`src/rtl/object_pkg.sv`:
```
//------------------------------------------------------------------------------
// object_pkg: spawn-table entry layout, direction and trigger codes. Rev 1.0
//------------------------------------------------------------------------------
`default_nettype none

package object_pkg;

  // First field is the MSB of the table word.
  typedef struct packed {
    logic [7:0] delay_cs;
    logic [9:0] x;
    logic [9:0] y;
    logic [9:0] w;
    logic [9:0] h;
    logic [2:0] dir;
    logic [4:0] speed;
    logic [7:0] dtime;
    logic [1:0] trig;
    logic       last;
  } spawn_entry_t;

  localparam int ENTRY_W = $bits(spawn_entry_t);

  localparam int LAST_LSB  = 0;
  localparam int TRIG_LSB  = 1;
  localparam int DTIME_LSB = 3;
  localparam int SPEED_LSB = 11;
  localparam int DIR_LSB   = 16;
  localparam int H_LSB     = 19;
  localparam int W_LSB     = 29;
  localparam int Y_LSB     = 39;
  localparam int X_LSB     = 49;
  localparam int DELAY_LSB = 59;

  typedef enum logic [2:0] {
    DIR_U  = 3'd0,
    DIR_UR = 3'd1,
    DIR_R  = 3'd2,
    DIR_DR = 3'd3,
    DIR_D  = 3'd4,
    DIR_DL = 3'd5,
    DIR_L  = 3'd6,
    DIR_UL = 3'd7
  } direction_e;

  typedef enum logic [1:0] {
    TRIG_NONE    = 2'd0,
    TRIG_SCREEN  = 2'd1,
    TRIG_DISPBOX = 2'd2
  } trigger_e;

endpackage

`default_nettype wire

```
`src/rtl/object_spawn_sequencer_if.sv`:
```
//------------------------------------------------------------------------------
// object_spawn_sequencer_if: shared object load bus plus per-slot sync/free. Rev 1.0
//------------------------------------------------------------------------------
`default_nettype none

interface object_spawn_sequencer_if #(
  parameter int NUM_SLOTS = 8
);
  logic [2:0]           movement_direction;
  logic [9:0]           object_pos_x;
  logic [9:0]           object_pos_y;
  logic [4:0]           object_speed;
  logic [7:0]           object_destroy_time;
  logic [1:0]           object_destroy_trigger;
  logic [9:0]           object_w;
  logic [9:0]           object_h;
  logic [NUM_SLOTS-1:0] sync_object_position;
  logic [NUM_SLOTS-1:0] object_free;

  modport master (
    output movement_direction, object_pos_x, object_pos_y, object_speed,
           object_destroy_time, object_destroy_trigger, object_w, object_h,
           sync_object_position,
    input  object_free
  );

  modport slave (
    input  movement_direction, object_pos_x, object_pos_y, object_speed,
           object_destroy_time, object_destroy_trigger, object_w, object_h,
           sync_object_position,
    output object_free
  );
endinterface

`default_nettype wire

```
`src/rtl/object_slot_picker.sv`:
```
//------------------------------------------------------------------------------
// object_slot_picker: lowest-index free-slot priority encoder. Rev 1.0
//------------------------------------------------------------------------------
`default_nettype none

module object_slot_picker #(
  parameter int NUM_SLOTS = 8,
  parameter int SLOT_W    = (NUM_SLOTS > 1) ? $clog2(NUM_SLOTS) : 1
) (
  input  logic [NUM_SLOTS-1:0] free,
  output logic                 any_free,
  output logic [SLOT_W-1:0]    slot
);

  // Scan downwards so the lowest set bit is the last one written.
  always_comb begin
    any_free = 1'b0;
    slot     = '0;
    for (int i = NUM_SLOTS - 1; i >= 0; i--) begin
      if (free[i]) begin
        any_free = 1'b1;
        slot     = SLOT_W'(i);
      end
    end
  end

endmodule

`default_nettype wire

```
`src/rtl/object_spawn_sequencer.sv`:
```
//------------------------------------------------------------------------------
// object_spawn_sequencer: walks a spawn table and loads free position controllers. Rev 1.0
//------------------------------------------------------------------------------
`default_nettype none

module object_spawn_sequencer
  import object_pkg::spawn_entry_t;
#(
  parameter int NUM_SLOTS    = 8,
  parameter int ADDR_W       = 8,
  parameter int ENTRY_W      = 67,
  parameter int LOAD_HOLD    = 2,
  parameter int SLOT_WAIT_CS = 50
) (
  input  logic                    clk_centi_second,
  input  logic                    reset,
  input  logic                    start,
  input  logic [ADDR_W-1:0]       pattern_base,
  input  logic                    pause,
  output logic [ADDR_W-1:0]       rom_addr,
  input  logic [ENTRY_W-1:0]      rom_data,
  output logic                    busy,
  output logic                    pattern_done,
  output logic                    spawn_dropped,
  output logic [7:0]              drop_count,
  object_spawn_sequencer_if.master load_bus
);

  localparam int SLOT_W = (NUM_SLOTS > 1) ? $clog2(NUM_SLOTS) : 1;

  typedef enum logic [2:0] {
    S_IDLE    = 3'd0,
    S_FETCH   = 3'd1,
    S_WAIT    = 3'd2,
    S_PICK    = 3'd3,
    S_LOAD    = 3'd4,
    S_RELEASE = 3'd5,
    S_NEXT    = 3'd6
  } state_t;

  state_t               state;
  logic                 fetch_phase;
  spawn_entry_t         entry;
  spawn_entry_t         rom_entry;
  logic [15:0]          wait_cnt;
  logic [7:0]           hold_cnt;
  logic [1:0]           rel_cnt;
  logic [SLOT_W-1:0]    slot;
  logic [NUM_SLOTS-1:0] free_meta;
  logic [NUM_SLOTS-1:0] free_sync;
  logic                 any_free;
  logic [SLOT_W-1:0]    pick_slot;

  assign rom_entry = rom_data;

  always_ff @(posedge clk_centi_second) begin
    if (reset) begin
      free_meta <= '0;
      free_sync <= '0;
    end else begin
      free_meta <= load_bus.object_free;
      free_sync <= free_meta;
    end
  end

  object_slot_picker #(
    .NUM_SLOTS (NUM_SLOTS),
    .SLOT_W    (SLOT_W)
  ) u_picker (
    .free     (free_sync),
    .any_free (any_free),
    .slot     (pick_slot)
  );

  // entry.delay_cs doubles as the WAIT down-counter.
  always_ff @(posedge clk_centi_second) begin
    if (reset) begin
      state                           <= S_IDLE;
      fetch_phase                     <= 1'b0;
      entry                           <= '0;
      wait_cnt                        <= '0;
      hold_cnt                        <= '0;
      rel_cnt                         <= '0;
      slot                            <= '0;
      rom_addr                        <= '0;
      busy                            <= 1'b0;
      pattern_done                    <= 1'b0;
      spawn_dropped                   <= 1'b0;
      drop_count                      <= '0;
      load_bus.sync_object_position   <= '1;
      load_bus.movement_direction     <= '0;
      load_bus.object_pos_x           <= '0;
      load_bus.object_pos_y           <= '0;
      load_bus.object_speed           <= '0;
      load_bus.object_destroy_time    <= '0;
      load_bus.object_destroy_trigger <= '0;
      load_bus.object_w               <= '0;
      load_bus.object_h               <= '0;
    end else begin
      spawn_dropped <= 1'b0;
      case (state)
        S_IDLE: begin
          if (start) begin
            rom_addr     <= pattern_base;
            pattern_done <= 1'b0;
            busy         <= 1'b1;
            fetch_phase  <= 1'b0;
            state        <= S_FETCH;
          end
        end
        S_FETCH: begin
          if (!fetch_phase) begin
            fetch_phase <= 1'b1;
          end else begin
            fetch_phase <= 1'b0;
            entry       <= rom_entry;
            wait_cnt    <= '0;
            state       <= (rom_entry.delay_cs == 8'd0) ? S_PICK : S_WAIT;
          end
        end
        S_WAIT: begin
          if (!pause) begin
            if (entry.delay_cs == 8'd1) state <= S_PICK;
            entry.delay_cs <= entry.delay_cs - 8'd1;
          end
        end
        S_PICK: begin
          if (any_free) begin
            slot                            <= pick_slot;
            load_bus.sync_object_position   <= ~(NUM_SLOTS'(1) << pick_slot);
            load_bus.movement_direction     <= entry.dir;
            load_bus.object_pos_x           <= entry.x;
            load_bus.object_pos_y           <= entry.y;
            load_bus.object_speed           <= entry.speed;
            load_bus.object_destroy_time    <= entry.dtime;
            load_bus.object_destroy_trigger <= entry.trig;
            load_bus.object_w               <= entry.w;
            load_bus.object_h               <= entry.h;
            hold_cnt                        <= 8'(LOAD_HOLD - 1);
            state                           <= S_LOAD;
          end else if (!pause) begin
            if (wait_cnt == 16'(SLOT_WAIT_CS - 1)) begin
              spawn_dropped <= 1'b1;
              if (drop_count != 8'hFF) drop_count <= drop_count + 8'd1;
              state <= S_NEXT;
            end else begin
              wait_cnt <= wait_cnt + 16'd1;
            end
          end
        end
        S_LOAD: begin
          if (hold_cnt == 8'd0) begin
            load_bus.sync_object_position <= '1;
            rel_cnt                       <= '0;
            state                         <= S_RELEASE;
          end else begin
            hold_cnt <= hold_cnt - 8'd1;
          end
        end
        S_RELEASE: begin
          // The slot's free flag is stale until the controller sees the load.
          if (!free_sync[slot] || rel_cnt == 2'd3) state <= S_NEXT;
          else rel_cnt <= rel_cnt + 2'd1;
        end
        S_NEXT: begin
          if (entry.last) begin
            busy         <= 1'b0;
            pattern_done <= 1'b1;
            state        <= S_IDLE;
          end else begin
            rom_addr    <= rom_addr + ADDR_W'(1);
            fetch_phase <= 1'b0;
            state       <= S_FETCH;
          end
        end
        default: state <= S_IDLE;
      endcase
    end
  end

endmodule

`default_nettype wire

```
`src/flat_wrapper.sv`:
```
// flat-port wrapper written by rule: the top's interface ports become plain ports
module object_spawn_sequencer_flat import object_pkg::spawn_entry_t;
#(
  parameter int NUM_SLOTS    = 8,
  parameter int ADDR_W       = 8,
  parameter int ENTRY_W      = 67,
  parameter int LOAD_HOLD    = 2,
  parameter int SLOT_WAIT_CS = 50
)
  (clk_centi_second, reset, start, pattern_base, pause, rom_addr, rom_data, busy, pattern_done, spawn_dropped, drop_count, load_bus_movement_direction, load_bus_object_pos_x, load_bus_object_pos_y, load_bus_object_speed, load_bus_object_destroy_time, load_bus_object_destroy_trigger, load_bus_object_w, load_bus_object_h, load_bus_sync_object_position, load_bus_object_free);
  object_spawn_sequencer_if #(.NUM_SLOTS(NUM_SLOTS)) load_bus_i ();
  input  logic clk_centi_second;
  input  logic reset;
  input  logic start;
  input  logic [ADDR_W-1:0] pattern_base;
  input  logic pause;
  output logic [ADDR_W-1:0] rom_addr;
  input  logic [ENTRY_W-1:0] rom_data;
  output logic busy;
  output logic pattern_done;
  output logic spawn_dropped;
  output logic [7:0] drop_count;
  output wire logic [$bits(load_bus_i.movement_direction)-1:0] load_bus_movement_direction;
  output wire logic [$bits(load_bus_i.object_pos_x)-1:0] load_bus_object_pos_x;
  output wire logic [$bits(load_bus_i.object_pos_y)-1:0] load_bus_object_pos_y;
  output wire logic [$bits(load_bus_i.object_speed)-1:0] load_bus_object_speed;
  output wire logic [$bits(load_bus_i.object_destroy_time)-1:0] load_bus_object_destroy_time;
  output wire logic [$bits(load_bus_i.object_destroy_trigger)-1:0] load_bus_object_destroy_trigger;
  output wire logic [$bits(load_bus_i.object_w)-1:0] load_bus_object_w;
  output wire logic [$bits(load_bus_i.object_h)-1:0] load_bus_object_h;
  output wire logic [$bits(load_bus_i.sync_object_position)-1:0] load_bus_sync_object_position;
  input wire logic [$bits(load_bus_i.object_free)-1:0] load_bus_object_free;
  assign load_bus_movement_direction = load_bus_i.movement_direction;
  assign load_bus_object_pos_x = load_bus_i.object_pos_x;
  assign load_bus_object_pos_y = load_bus_i.object_pos_y;
  assign load_bus_object_speed = load_bus_i.object_speed;
  assign load_bus_object_destroy_time = load_bus_i.object_destroy_time;
  assign load_bus_object_destroy_trigger = load_bus_i.object_destroy_trigger;
  assign load_bus_object_w = load_bus_i.object_w;
  assign load_bus_object_h = load_bus_i.object_h;
  assign load_bus_sync_object_position = load_bus_i.sync_object_position;
  assign load_bus_i.object_free = load_bus_object_free;
  object_spawn_sequencer #(.NUM_SLOTS(NUM_SLOTS), .ADDR_W(ADDR_W), .ENTRY_W(ENTRY_W), .LOAD_HOLD(LOAD_HOLD), .SLOT_WAIT_CS(SLOT_WAIT_CS)) u_core (.clk_centi_second(clk_centi_second), .reset(reset), .start(start), .pattern_base(pattern_base), .pause(pause), .rom_addr(rom_addr), .rom_data(rom_data), .busy(busy), .pattern_done(pattern_done), .spawn_dropped(spawn_dropped), .drop_count(drop_count), .load_bus(load_bus_i));
endmodule
```
`config.mk`:
```
export PLATFORM = sky130hd
export DESIGN_NAME = object_spawn_sequencer_flat
export DESIGN_NICKNAME = d
export VERILOG_FILES = /design/src/rtl/object_pkg.sv /design/src/rtl/object_spawn_sequencer_if.sv /design/src/rtl/object_slot_picker.sv /design/src/rtl/object_spawn_sequencer.sv /design/src/flat_wrapper.sv
export SDC_FILE = /design/constraint.sdc
export NUM_CORES = 1
export LEC_CHECK = 0
export BUFFER_PORTS_ARGS = -buffer_cell sky130_fd_sc_hd__buf_2
export CORE_MARGIN = 4
export CORE_UTILIZATION = 45
export DETAILED_ROUTE_END_ITERATION = 10
export PLACE_DENSITY = 0.68
export SLEW_MARGIN = 20
export SYNTH_ARGS = -nofsm -noshare
export SYNTH_HDL_FRONTEND = slang
export SYNTH_SLANG_ARGS = --single-unit
```
`constraint.sdc`:
```
create_clock -name clk_centi_second -period 3.4 [get_ports clk_centi_second]
set_input_delay 0.34 -clock clk_centi_second [delete_from_list [all_inputs] [get_ports clk_centi_second]]
set_output_delay 0.34 -clock clk_centi_second [all_outputs]
set_load 0.005 [all_outputs]
```
# --- Word level (Yosys, flattened, before mapping) ---
# Cells that the tools add are included.
totals:
  memories: 0
  mem_bits_rw: 0
  output_inout_bits: 85
  latchBits: 0
  ff_bits: 201
  inputBits: 87
  mem_bits_ro: 0
classes:
  n_reduce_logical: 24
  div_mod_pow: 0
  n_shift: 1
  order_cmp: 1
  n_mux: 60
  n_addsub: 6
  n_bitwise: 4
  mul: 0
  n_eq_ne: 26
ops:
  columns: ["operator", "count"]
  rows:
  - ["2-to-1 mux 67 bit", 1]
  - ["2-to-1 mux 16 bit", 4]
  - ["one-hot mux 8 bit (2 select lines)", 4]
  - ["2-to-1 mux 8 bit", 7]
  - ["2-to-1 mux 3 bit", 17]
  - ["one-hot mux 16 bit (2 select lines)", 1]
  - ["one-hot mux 3 bit (7 select lines)", 1]
  - ["AND reduction 3 bit", 7]
  - ["2-to-1 mux 1 bit", 18]
  - ["adder 16 x 1 -> 16 bit, second input constant", 1]
  - ["adder 8 x 1 -> 8 bit, second input constant", 2]
  - ["equality test 16 x 6 -> 1 bit, second input constant", 1]
  - ["logical NOT 8 bit", 2]
  - ["!= test 2 bit, second input constant", 8]
  - ["subtractor 8 x 1 -> 8 bit, second input constant", 2]
  - ["!= test 2 x 1 -> 1 bit, second input constant", 6]
  - ["AND reduction 5 bit", 2]
  - ["nonzero test 2 bit", 5]
  - ["equality test 3 bit, second input constant", 3]
  - ["equality test 8 x 1 -> 1 bit, second input constant", 1]
  - ["!= test 8 bit, second input constant", 1]
  - ["NOT 8 bit", 1]
  - ["AND reduction 8 bit", 1]
  - ["<< shifter 1 x 3 -> 8 bit, first input constant", 1]
  - ["other kinds (19)", 25]

# --- Longest topological paths before layout ---
depth:
  ltp_word: 12
  depth_mapped: 8
  mapped_depth_nobuf: 7

# --- Cells and area by module ---
# From an unflattened synthesis, not the netlist that was laid out.
unflattened:
  hier_cells: 1001
  hier_area_um2: 8132.8
modules_own_cells:
  columns: ["mod", "cells_per_inst", "area_each_um2", "instances"]
  rows:
  - ["object_spawn_sequencer", 988, 8052.7, 1]
  - ["object_slot_picker", 13, 80.1, 1]

# --- Least setup slack after synthesis ---
# OpenSTA, ideal clock, no wires.
synth_path:
  path_kind: "register to register"
  startpoint: "register u_core.free_sync[2]"
  endpoint: "register u_core.drop_count[6]"
  required_ns: 3.284
  path_buffers: 1
  path_slack_ns: 1.431
  stages_incl_launch_ff: 7
  t_arrival_ns: 1.852
  synth_period_minus_slack_ns: 1.969
  path_cell_list: "dfxtp_1 > buf_6 > nor4_4 > nand4_4 > nor4b_1 > a21oi_1 > a31o_2"
synth_between:
  elab_chain_len: 5
synth_rtl:
  columns: ["element", "line_no", "text"]
  rows:
  - ["from (decl)", "object_spawn_sequencer.sv:50", "logic [NUM_SLOTS-1:0] free_sync;"]
  - ["from (signal assigned)", "object_spawn_sequencer.sv:62", "free_sync <= free_meta;"]
  - ["2-to-1 mux 1 bit (3 in series)", "object_slot_picker.sv:20", "if (free[i]) begin"]
  - ["NOT 1 bit (no source line)", null, null]
  - ["AND reduction 5 bit (no source line)", null, null]
  - ["to (signal assigned)", "object_spawn_sequencer.sv:144", "if (drop_count != 8'hFF) drop_count <= drop_count + 8'd1;"]
  - ["to (decl)", "object_spawn_sequencer.sv:25", "output logic [7:0] drop_count,"]
# Every way passes these cells.
# A chain may end at the register's enable or synchronous reset.

# --- Worst setup path in the final report ---
layout_path:
  startpoint: "register u_core.state[1]"
  endpoint: "register u_core.wait_cnt[8]"
layout_between:
  elab_chain_len: 3
  elab_cells_between_ends: 9
layout_rtl:
  columns: ["element", "line_no", "text"]
  rows:
  - ["from (decl)", "object_spawn_sequencer.sv:41", "state_t state;"]
  - ["from (signal assigned)", "object_spawn_sequencer.sv:118", "state <= (rom_entry.delay_cs == 8'd0) ? S_PICK : S_WAIT;"]
  - ["equality test 3 x 2 -> 1 bit or equality test 3 x 1 -> 1 bit (tied branches)", "object_spawn_sequencer.sv:101", "case (state)"]
  - ["!= test 2 bit (no source line) (tied with other cells)", null, null]
  - ["AND reduction 5 bit (no source line)", null, null]
  - ["to (signal assigned)", "object_spawn_sequencer.sv:147", "wait_cnt <= wait_cnt + 16'd1;"]
  - ["to (decl)", "object_spawn_sequencer.sv:45", "logic [15:0] wait_cnt;"]
# Parallel ways exist; a longest one is shown, timed or not.

==> results.json <==
{
  "diodes": 0,
  "hpwl_um": 13400,
  "min_to": "u_core.free_meta[4]",
  "die_h_um": 142,
  "synthCells": 1007,
  "whs_ns": 0.0595,
  "hold_path_class": "in2reg",
  "yosys.area.top_type": "dfxtp_1",
  "synth_common_cells": "nand2_1 (276), dfxtp_1 (201), a21oi_1 (166), clkbuf_1 (60), nor2_1 (47)",
  "worstRegToRegCells": 5,
  "ant_nets": 0,
  "max-vdd-ir-drop_v": 0.000381,
  "cts_resized": 0,
  "cts-htree-levels": 1,
  "clk_latency_ns": 0.49,
  "vias_per_cell": 5.24,
  "yosysTopAreaCellShare_pct": 49.6,
  "synthesis.nets": 1103,
  "grt.overflow.total": 0,
  "finalMaxSlewViolations": 0,
  "cp.required_ns": 3.82,
  "multi_input_area_um2": 3810,
  "routed_wl_um": 20400,
  "grt_pass1_vias": 6533,
  "io_pins": 172,
  "ys_async_sr_fraction_pct": 0,
  "cts_sinks": 201,
  "drtIter0Drc": 436,
  "power_density_nw_per_um2": 594,
  "tns_ns": 0,
  "core_um2": 17500,
  "status": "complete, no violations",
  "num-nets-final": 1242,
  "max-slew-margin-rel_pct": 43.1,
  "synth-main-ff-cell": "dfxtp_1",
  "post_dp_cell_area_um2": 9080,
  "drive_gt1_share_pct": 19.9,
  "worstMarginPinSlew_ns": 0.854,
  "clock_path_buffers": 3,
  "initial_utilization_pct": 46.4,
  "syn2layout_area_growth_pct": 21.3,
  "detail_route.wl_per_cell_um": 14.7,
  "clk_pin_slew_worst_paths_ns": 0.06,
  "post-synth-top-count-cell": "nand2_1",
  "cts_setup_buffers": 0,
  "period_minus_slack_ns": 2.64,
  "cts_hold_buf": 0,
  "worstSetupEndpointType": "register",
  "min_period_over_period_pct": 77.7,
  "rr_startpoint": "u_core.state[1]",
  "antenna_found_initial": 1,
  "final_area_um2": 9840,
  "drtPass1Iterations": 5,
  "rsz0062_at_grt": "false",
  "worstPathCellList": "and3b_1 > nand4_4 > o21a_1 > or4_1 > a21oi_1",
  "synth-edff-count": 0,
  "synth.area.top_cells": "dfxtp_1 (50%), nand2_1 (13%), a21oi_1 (10%)",
  "ys_seq_elements": 201,
  "slowest_stage": "dfxtp_1",
  "root_buffer": "clkbuf_16",
  "leakage_nw": 3.76,
  "power_w": 0.00584,
  "rrSetupSlack_ns": 0.76,
  "num-fill-cells": 1644,
  "die_w_um": 142,
  "place_congestion": 0.839,
  "grt_pass1_wl_um": 33000,
  "ys_seq_area_share_pct": 49.6,
  "groute.usage.overall_pct": 19.4,
  "min_path_cells": 2,
  "via_count": 7259,
  "max_stage_delay_ns": 0.69,
  "fin_worst_skew_ns": 0.0127,
  "cap_violations": 0,
  "dp.cells": 1347,
  "max_freq_mhz": 378,
  "post_synth_num_cell_types": 58,
  "critPathMaxFanout": 27,
  "grt_max_degree": 83,
  "crit_type": "reg2reg",
  "regArea_um2": 4020,
  "setup_violations": 0,
  "drc": 0,
  "dieArea_um2": 20200,
  "instances_no_fill": 1385,
  "synth_area_um2": 8110,
  "io_buffer_count": 171,
  "syn_area_per_cell_um2": 8.06,
  "hp-start": "load_bus_object_free[4]",
  "cp.arrival_ns": 3.06,
  "reg2reg_to": "u_core.wait_cnt[8]",
  "hold_violations": 0,
  "synth-warning-count": 0,
  "row_count": 48,
  "critPathLaunchType": "register",
  "cts_tree": "done",
  "cts_buffers": 22
}
-- cells by family after synthesis --
group	synth area share [%]
xor gates and xnor gates	1.08
and+or+nand+nor	26.1
adders and majority gates	1.39
AOI/OAI and AO/OA	16.9
buffers and inverters	3.69
DFF	49.6
muxes	1.31
-- metrics by stage --
stage	setup WS (ns)	util, %
5_1_grt	0.529	56.3
4_1_cts	0.761	56.3
2_1_floorplan	1.43	-
3_5_place_dp	0.811	52.0
3_3_place_gp	0.899	52.0
6_report	0.757	56.3
-- state kept, by name, summed over array words and instances, names as in the netlist, 2 cells and up --
signal	cells
u_core.drop_count	8
u_core.entry	67
u_core.free_meta	8
u_core.free_sync	8
u_core.hold_cnt	8
u_core.load_bus.movement_direction	3
u_core.load_bus.object_destroy_time	8
u_core.load_bus.object_destroy_trigger	2
u_core.load_bus.object_h	10
u_core.load_bus.object_pos_x	10
u_core.load_bus.object_pos_y	10
u_core.load_bus.object_speed	5
u_core.load_bus.object_w	10
u_core.load_bus.sync_object_position	8
u_core.rel_cnt	2
u_core.rom_addr	8
u_core.slot	3
u_core.state	3
u_core.wait_cnt	16
-- area by class of cell --
cell class / count / area share (%)
flip-flops and latches: 201 / 40.9
multi-input cells: 731 / 38.7
repair buffers: 179 / 9.46
clock buffers: 31 / 6.56
well taps: 225 / 2.86
clock inverters: 7 / 1.12
inverters: 11 / 0.420
-- critical path: cells and delay by family, from the launching register on --
kind | cells | cell delay (ns)
AO/OA/AOI/OAI | 2 | 0.68
flip-flops | 1 | 0.69
AND/OR/NAND/NOR | 3 | 1.19
-- worst max-delay path by stage --
| stage | start | to | slack (ns) | depth (start not counted) |
|---|---|---|---|---|
| floorplan | u_core.free_sync[2] | u_core.drop_count[6] | 1.43 | 6 |
| global placement | u_core.state[1] | u_core.wait_cnt[14] | 0.90 | 5 |
| detailed placement | u_core.state[1] | u_core.wait_cnt[12] | 0.81 | 5 |
| CTS | u_core.state[1] | u_core.wait_cnt[8] | 0.76 | 5 |
| global route | u_core.state[1] | u_core.wait_cnt[12] | 0.53 | 5 |
| finish | u_core.state[1] | u_core.wait_cnt[8] | 0.76 | 5 |
-- cells in the final DEF (no fill, tap or decap), types with 8 or more instances in the layout --
cell / n
ha_1: 9
a21oi_1: 165
dfxtp_1: 201
o21ai_0: 30
buf_4: 8
clkbuf_16: 23
nor4_1: 11
nor3_1: 13
nor2b_1: 21
nor2_1: 47
inv_1: 11
or3_1: 10
o31ai_1: 8
buf_2: 170
nand2_1: 275
nand3_1: 25
-- power breakdown --
| part | internal (W) | switching [W] |
|---|---|---|
| Combinational | 0.000281 | 0.000474 |
| Sequential | 0.00248 | 0.000137 |
| Clock | 0.00154 | 0.000928 |
| Total | 0.00430 | 0.00154 |
-- per-layer routing --
| layer | vias up | GRT usage, % | routed length [um] |
|---|---|---|---|
| li1 | 3722 | - | - |
| met1 | 3338 | 26.4 | 9120 |
| met2 | 176 | 30.7 | 9390 |
| met3 | 21 | 6.05 | 1550 |
| met4 | 2 | 3.74 | 288 |
| met5 | - | 0 | 7 |
Note: power is estimated with default switching activity, not from simulation.
